### src/rtl/seq_div_pkg.sv
// Shared types and constants for the 8/4 sequential restoring divider.
package seq_div_pkg;

    localparam int DIV_NW    = 8;
    localparam int DIV_HW    = 4;
    localparam int DIV_ITERS = 4;

    typedef enum logic [1:0] {
        IDLE = 2'd0,
        LOAD = 2'd1,
        ITER = 2'd2,
        FIN  = 2'd3
    } div_state_e;

endpackage

### src/rtl/seq_div8x4_div_step.sv
// One restoring-division step: shift in the next dividend bit, trial-subtract the divisor.
module div_step #(
    parameter int W = 4
) (
    input  logic [W-1:0] pr_i,
    input  logic         bit_i,
    input  logic [W-1:0] v_i,
    output logic [W:0]   pr_o,
    output logic         q_o
);

    logic [W:0] t;

    always_comb begin
        t    = {pr_i, bit_i};
        q_o  = (t >= {1'b0, v_i});
        pr_o = q_o ? (t - {1'b0, v_i}) : t;
    end

endmodule

### src/rtl/seq_div8x4.sv
// Sequential NW/(NW/2) unsigned divider, one quotient bit per cycle.
// Optional early overflow / divide-by-zero detection under SEQ_DIV_OVF_CHECK_EN.
module seq_div8x4
    import seq_div_pkg::*;
#(
    parameter int NW = DIV_NW
) (
    input  logic              CK,
    input  logic              RST,
    input  logic              START,
    input  logic [NW-1:0]     N,
    input  logic [NW/2-1:0]   V,
    output logic [NW/2-1:0]   Q,
    output logic [NW/2-1:0]   R,
    output logic              READY,
    output logic              OVF
);

    localparam int HW    = NW / 2;
    localparam int ITERS = DIV_ITERS * NW / DIV_NW;
    localparam int CW    = (ITERS > 2) ? $clog2(ITERS) : 1;
    localparam logic [CW-1:0] LAST = CW'(ITERS - 1);

    div_state_e      state_q, state_d;
    logic [CW-1:0]   cnt_q, cnt_d;
    logic [NW-1:0]   n_q, n_d;
    logic [HW-1:0]   v_q, v_d;
    logic [HW:0]     pr_q, pr_d;
    logic [HW-1:0]   qs_q, qs_d;
    logic [HW-1:0]   q_q, q_d;
    logic [HW-1:0]   r_q, r_d;
    logic            ready_q;
`ifdef SEQ_DIV_OVF_CHECK_EN
    logic            ovf_q, ovf_d;
    logic            ovf_pend_q, ovf_pend_d;
`endif

    logic [HW:0]     step_pr;
    logic            step_q;
    // Only the low HW bits of the partial remainder feed the next step.
    logic            unused_pr_msb;
    assign unused_pr_msb = pr_q[HW];

    div_step #(.W(HW)) u_step (
        .pr_i  (pr_q[HW-1:0]),
        .bit_i (qs_q[HW-1]),
        .v_i   (v_q),
        .pr_o  (step_pr),
        .q_o   (step_q)
    );

    always_comb begin
        state_d = state_q;
        cnt_d   = cnt_q;
        n_d     = n_q;
        v_d     = v_q;
        pr_d    = pr_q;
        qs_d    = qs_q;
        q_d     = q_q;
        r_d     = r_q;
`ifdef SEQ_DIV_OVF_CHECK_EN
        ovf_d      = ovf_q;
        ovf_pend_d = ovf_pend_q;
`endif
        if (START) begin
            state_d = LOAD;
            n_d     = N;
            v_d     = V;
            cnt_d   = '0;
        end else begin
            case (state_q)
                LOAD: begin
                    pr_d    = {1'b0, n_q[NW-1:HW]};
                    qs_d    = n_q[HW-1:0];
                    state_d = ITER;
`ifdef SEQ_DIV_OVF_CHECK_EN
                    ovf_pend_d = 1'b0;
                    // Quotient cannot fit (covers V=0): saturate and skip the iterations.
                    if (n_q[NW-1:HW] >= v_q) begin
                        qs_d       = '1;
                        pr_d       = '0;
                        ovf_pend_d = 1'b1;
                        state_d    = FIN;
                    end
`endif
                end
                ITER: begin
                    pr_d  = step_pr;
                    qs_d  = {qs_q[HW-2:0], step_q};
                    cnt_d = cnt_q + CW'(1);
                    if (cnt_q == LAST)
                        state_d = FIN;
                end
                FIN: begin
                    q_d     = qs_q;
                    r_d     = pr_q[HW-1:0];
`ifdef SEQ_DIV_OVF_CHECK_EN
                    ovf_d   = ovf_pend_q;
`endif
                    state_d = IDLE;
                end
                default: ;
            endcase
        end
    end

    always_ff @(posedge CK) begin
        if (RST) begin
            state_q <= IDLE;
            cnt_q   <= '0;
            n_q     <= '0;
            v_q     <= '0;
            pr_q    <= '0;
            qs_q    <= '0;
            q_q     <= '0;
            r_q     <= '0;
            ready_q <= 1'b1;
`ifdef SEQ_DIV_OVF_CHECK_EN
            ovf_q      <= 1'b0;
            ovf_pend_q <= 1'b0;
`endif
        end else begin
            state_q <= state_d;
            cnt_q   <= cnt_d;
            n_q     <= n_d;
            v_q     <= v_d;
            pr_q    <= pr_d;
            qs_q    <= qs_d;
            q_q     <= q_d;
            r_q     <= r_d;
            ready_q <= (state_q == IDLE);
`ifdef SEQ_DIV_OVF_CHECK_EN
            ovf_q      <= ovf_d;
            ovf_pend_q <= ovf_pend_d;
`endif
        end
    end

    assign Q     = q_q;
    assign R     = r_q;
    assign READY = ready_q;
`ifdef SEQ_DIV_OVF_CHECK_EN
    assign OVF   = ovf_q;
`else
    assign OVF   = 1'b0;
`endif

endmodule

### config.mk
export PLATFORM = sky130hd
export DESIGN_NAME = seq_div8x4
export DESIGN_NICKNAME = d
export VERILOG_FILES = /design/src/rtl/seq_div_pkg.sv /design/src/rtl/seq_div8x4_div_step.sv /design/src/rtl/seq_div8x4.sv
export SDC_FILE = /design/constraint.sdc
export NUM_CORES = 1
export LEC_CHECK = 0
export BUFFER_PORTS_ARGS = -buffer_cell sky130_fd_sc_hd__buf_2
export CAP_MARGIN = 20
export CORE_MARGIN = 2
export CORE_UTILIZATION = 30
export CTS_CLUSTER_SIZE = 14
export DETAILED_ROUTE_END_ITERATION = 12
export PLACE_DENSITY = 0.51
export SKIP_CTS_REPAIR_TIMING = 1
export SYNTH_ARGS = -nofsm -noshare
export SYNTH_HDL_FRONTEND = slang
export SYNTH_SLANG_ARGS = --single-unit
### constraint.sdc
create_clock -name CK -period 4.55 [get_ports CK]
set_input_delay 0.2275 -clock CK [delete_from_list [all_inputs] [get_ports CK]]
set_output_delay 0.2275 -clock CK [all_outputs]
set_load 0.02 [all_outputs]
# After elaboration in Yosys (flattened, before gate mapping)
# Cells that the tools add are included.
[totals] out_inout_bits=10 input_bits=15 latchBits=0 register_bits=33 mem_bits_rw=0 n_memories=0 elab_cells=35 rom_bits=0
[classes] n_lt_le_gt_ge=1 bitwise_logic=1 reduce_logical=9 div_mod_pow=0 n_eq_ne=6 n_mul=0 add_sub_neg=2 n_shift=0 n_mux=6
[ops] cell="$pmux 4 s2" n=2
[ops] cell="$reduce_and 2->1" n=4
[ops] cell="$eq 2x2->1 const B" n=3
[ops] cell="$pmux 2 s3" n=1
[ops] cell="$ge 5x4->1" n=1
[ops] cell="$mux 4" n=1
[ops] cell="$reduce_bool 4->1" n=1
[ops] cell="$sub 4x4->4" n=1
[ops] cell="$ne 3x3->1 const B" n=1
[ops] cell="$reduce_bool 3->1" n=1
[ops] cell="$add 2x1->2 const B" n=1
[ops] cell="$eq 2x1->1 const B" n=1
[ops] cell="$logic_not 2->1" n=1
[ops] cell="$mux 2" n=1
[ops] cell="$ne 2x2->1 const B" n=1
[ops] cell="$reduce_bool 2->1" n=1
[ops] cell="$reduce_or 2->1" n=1
[ops] cell="$mux 1" n=1
[ops] cell="$not 1->1" n=1

# Longest topological paths before layout
[logic_depth] ltp_word=4 ltp_mapped=8 ltp_nobuf=8

# Cells and area by module
# From an unflattened synthesis, not the netlist that was laid out.
[hier_totals] cells_unflattened=169 area_unflattened_um2=1662.8
[modules_own_cells] mod="seq_div8x4" instances=1 area_per_inst_um2=1415.1 seq_area_each_um2=660.6 cells_per_inst=134
[modules_own_cells] mod="div_step" instances=1 area_per_inst_um2=247.7 seq_area_each_um2=0.0 cells_per_inst=35

# Worst setup path after synthesis
# OpenSTA, ideal clock, no wires.
[synth_path] path_kind="reg2reg" startpoint="register v_q[1]" endpoint="register pr_q[0]" period_less_slack_ns=1.945 n_path_buf=0 path_stages_with_launch=8 arrival_time_ns=1.854 required_time_ns=4.459 setup_ns=0.091 path_slack_ns=2.605 path_cell_list="dfxtp_1 inv_1 ha_1 or4_1 a21o_1 nand2_2 mux2_1 a311oi_1"
[synth_between] elab_chain_len=3
[synth_lines] item="start, declared" line_no="seq_div8x4.sv:27" rtl="logic [HW-1:0] v_q, v_d;"
[synth_lines] item="start signal, assigned" line_no="seq_div8x4.sv:126" rtl="v_q <= v_d;"
[synth_lines] item="$ge 5x4->1" line_no="seq_div8x4_div_step.sv:16" rtl="q_o = (t >= {1'b0, v_i});"
[synth_lines] item="$mux 4" line_no="seq_div8x4_div_step.sv:17" rtl="pr_o = q_o ? (t - {1'b0, v_i}) : t;"
[synth_lines] item="$pmux 4 s2" line_no="seq_div8x4.sv:71" rtl="case (state_q)"
[synth_lines] item="end signal, assigned" line_no="seq_div8x4.sv:127" rtl="pr_q <= pr_d;"
[synth_lines] item="end, declared" line_no="seq_div8x4.sv:28" rtl="logic [HW:0] pr_q, pr_d;"
# No other way between the ends.
# A chain may end at the register's enable or synchronous reset.

# Worst setup path after layout
# Ends and elaborated chain as after synthesis.

==> results.ini <==
[sta]
slew_headroom_pct = 51.2
drv_slew = 0
worst_pin_slew_ns = 0.732
finalHoldViolCount = 0
finalCritPeriodShare_pct = 44.9
fmax_mhz = 490
rsz0062_at_grt = no
setup-tns-final_ns = 0
hold_slack_ns = 0.185
period_minus_slack_ns = 2.04
finalClockSkew_ns = 0.00452
setup_viol = 0

[cts]
clk_pin_slew_ns = 0.07
cts_buffer_depth = 2
cts-htree-levels = 2
cts_sinks = 33
root_buffer = clkbuf_8
numCtsBuffers = 5
tritoncts = built
clock_latency_ns = 0.28

[logic_synthesis]
ys_async_sr_fraction_pct = 0
yosys_warnings = 0
synth_cells = 171
ys.flop_type = dfxtp_1
synth_area_per_cell_um2 = 9.42
synthDistinctLibCells = 41
yosys_register_bits = 33
synth_edf_count = 0
synth_area_um2 = 1610
synth_top_area_share_pct = 41.0
syn-num-nets = 198
synth_top_cell_by_area = dfxtp_1
synthTopCellsByArea = dfxtp_1, mux2i_1, ha_1, nor2_1, inv_1
ys_seq_area_share_pct = 41.0

[final_layout]
register_area_um2 = 661
drive_gt1_share_pct = 19.3
final_cell_area_um2 = 1850
fin_util_pct = 36.0
insertedDiodeCount = 0
fillCellCount = 583
final_cell_mix = dfxtp_1, nor2_1, mux2i_1
final_nets = 218
layout_commonest_cell = dfxtp_1
syn2layout_area_growth_pct = 15.0
multi_input_area_um2 = 857

[setup_path]
critical_path_buf_inv_count = 1
endpoint_kind = register
cpPeakStageDelay_ns = 0.50
crit_fanout = 3
cpMaxStageDelayCell = or4_1
setup.worst_path.start_class = register
crit_type = register to register
worstPathRequired_ns = 4.74
worstPathArrival_ns = 2.23
crit_chain = inv_1 -> ha_1 -> or4_1 -> a21o_1 -> nand2_2 -> mux2_1 -> a311oi_1
critPathTopFamily = simple AND/OR/NAND/NOR gates

[floorplan]
ioPinCount = 25
start_util_pct = 31.3
dieArea_um2 = 5970
die_y_um = 77.3
core_area_um2 = 5140
die_w_um = 77.3
std_cell_rows = 26

[routing]
first_pass_iters = 4
wirelength_um = 3250
post_drt_via_cell_ratio = 4.62
drc = 0
num_vias = 1211
ant_nets = 0
drt_iter0_drc = 48
wire_per_inst_um = 12.4

[power]
ir_drop_mv = 0.179
p_per_area_nw_per_um2 = 330
p_leak_nw = 0.778

[placement]
gp_congestion = 0.748
dp_hpwl_um = 2250
placed_area_um2 = 1760
portBuffers = 23

[grt]
antenna_found_initial = 0
grt_pass1_wl_um = 5310
grt_max_degree = 37
track_usage_pct = 11.5
grt_pass1_vias = 1179
grt_overflow = 0

[run_status]
status = finished, final reports clean

[min_path]
min_path_type = input port to register

[run]
maxCapViolCount = 0

-- flip-flops by register name (all words and copies together), names as in the netlist --
name / flops
state_q: 2
qs_q: 4
Q: 4
cnt_q: 2
v_q: 4
R: 4
READY: 1
pr_q: 4
n_q: 8
-- metrics by stage --
step	worst slack [ns]	total power [W]	instances
3_3_place_gp	2.53	0.000409	253
6_report	2.51	0.000611	262
4_1_cts	2.49	0.000621	261
5_1_grt	2.41	0.000642	262
3_5_place_dp	2.51	0.000409	253
2_1_floorplan	2.60	0.000387	171
-- cells in the mapped netlist, types with 2 or more instances --
cell type	instances
a211oi_1	3
a21o_1	2
a21oi_1	7
buf_2	5
clkbuf_1	5
dfxtp_1	33
ha_1	11
inv_1	10
mux2i_1	25
nand2_1	2
nor2_1	29
nor2b_1	3
nor3_1	3
nor3b_1	2
nor4_1	2
o21ai_0	2
or3_1	2
xnor2_1	2
-- logic make-up after synthesis --
group | synth area share, %
and+or+nand+nor | 15.2
muxes | 16.2
adders and majority gates | 9.79
xor gates and xnor gates | 1.09
DFF | 41.0
AOI/OAI and AO/OA | 10.7
other | 0.233
buffers and inverters | 5.75
-- worst paths after layout --
check | startpoint | end | slack, ns | depth (start not counted)
worst max-delay path | v_q[1] | pr_q[0] | 2.51 | 7
worst min-delay path | V[2] | v_q[2] | 0.18 | 3
worst max register to register | v_q[1] | pr_q[0] | 2.51 | 7
worst min register to register | Q[3] | Q[3] | 0.49 | 2
-- where the power goes --
part | total, W | switching, W | internal [W]
Combinational | 0.0000907 | 0.0000506 | 0.0000400
Clock | 0.000209 | 0.000103 | 0.000106
Sequential | 0.000311 | 0.00000944 | 0.000301
-- area by class of cell --
class | instances | share of cell area [%]
Clock buffer | 6 | 3.92
Clock inverter | 2 | 0.541
Inverter | 11 | 2.23
Multi-Input combinational cell | 116 | 46.3
Sequential cell | 33 | 35.7
Tap cell | 70 | 4.73
Timing Repair Buffer | 24 | 6.62
-- tightest hold or removal path: cells and delay by family --
family                 cells  cell delay (ns)
buffers and inverters      1             0.07
and+or+nand+nor            1             0.07
muxes                      1             0.05
-- per-layer routing --
layer | up-vias | track usage (%) | wire length (um)
met2 | 19 | 19.6 | 1580
li1 | 622 | - | -
met4 | 0 | 4.29 | 35
met3 | 5 | 3.65 | 112
met1 | 565 | 13.4 | 1520
met5 | - | 0 | 0
(Power assumes the default switching activity.)
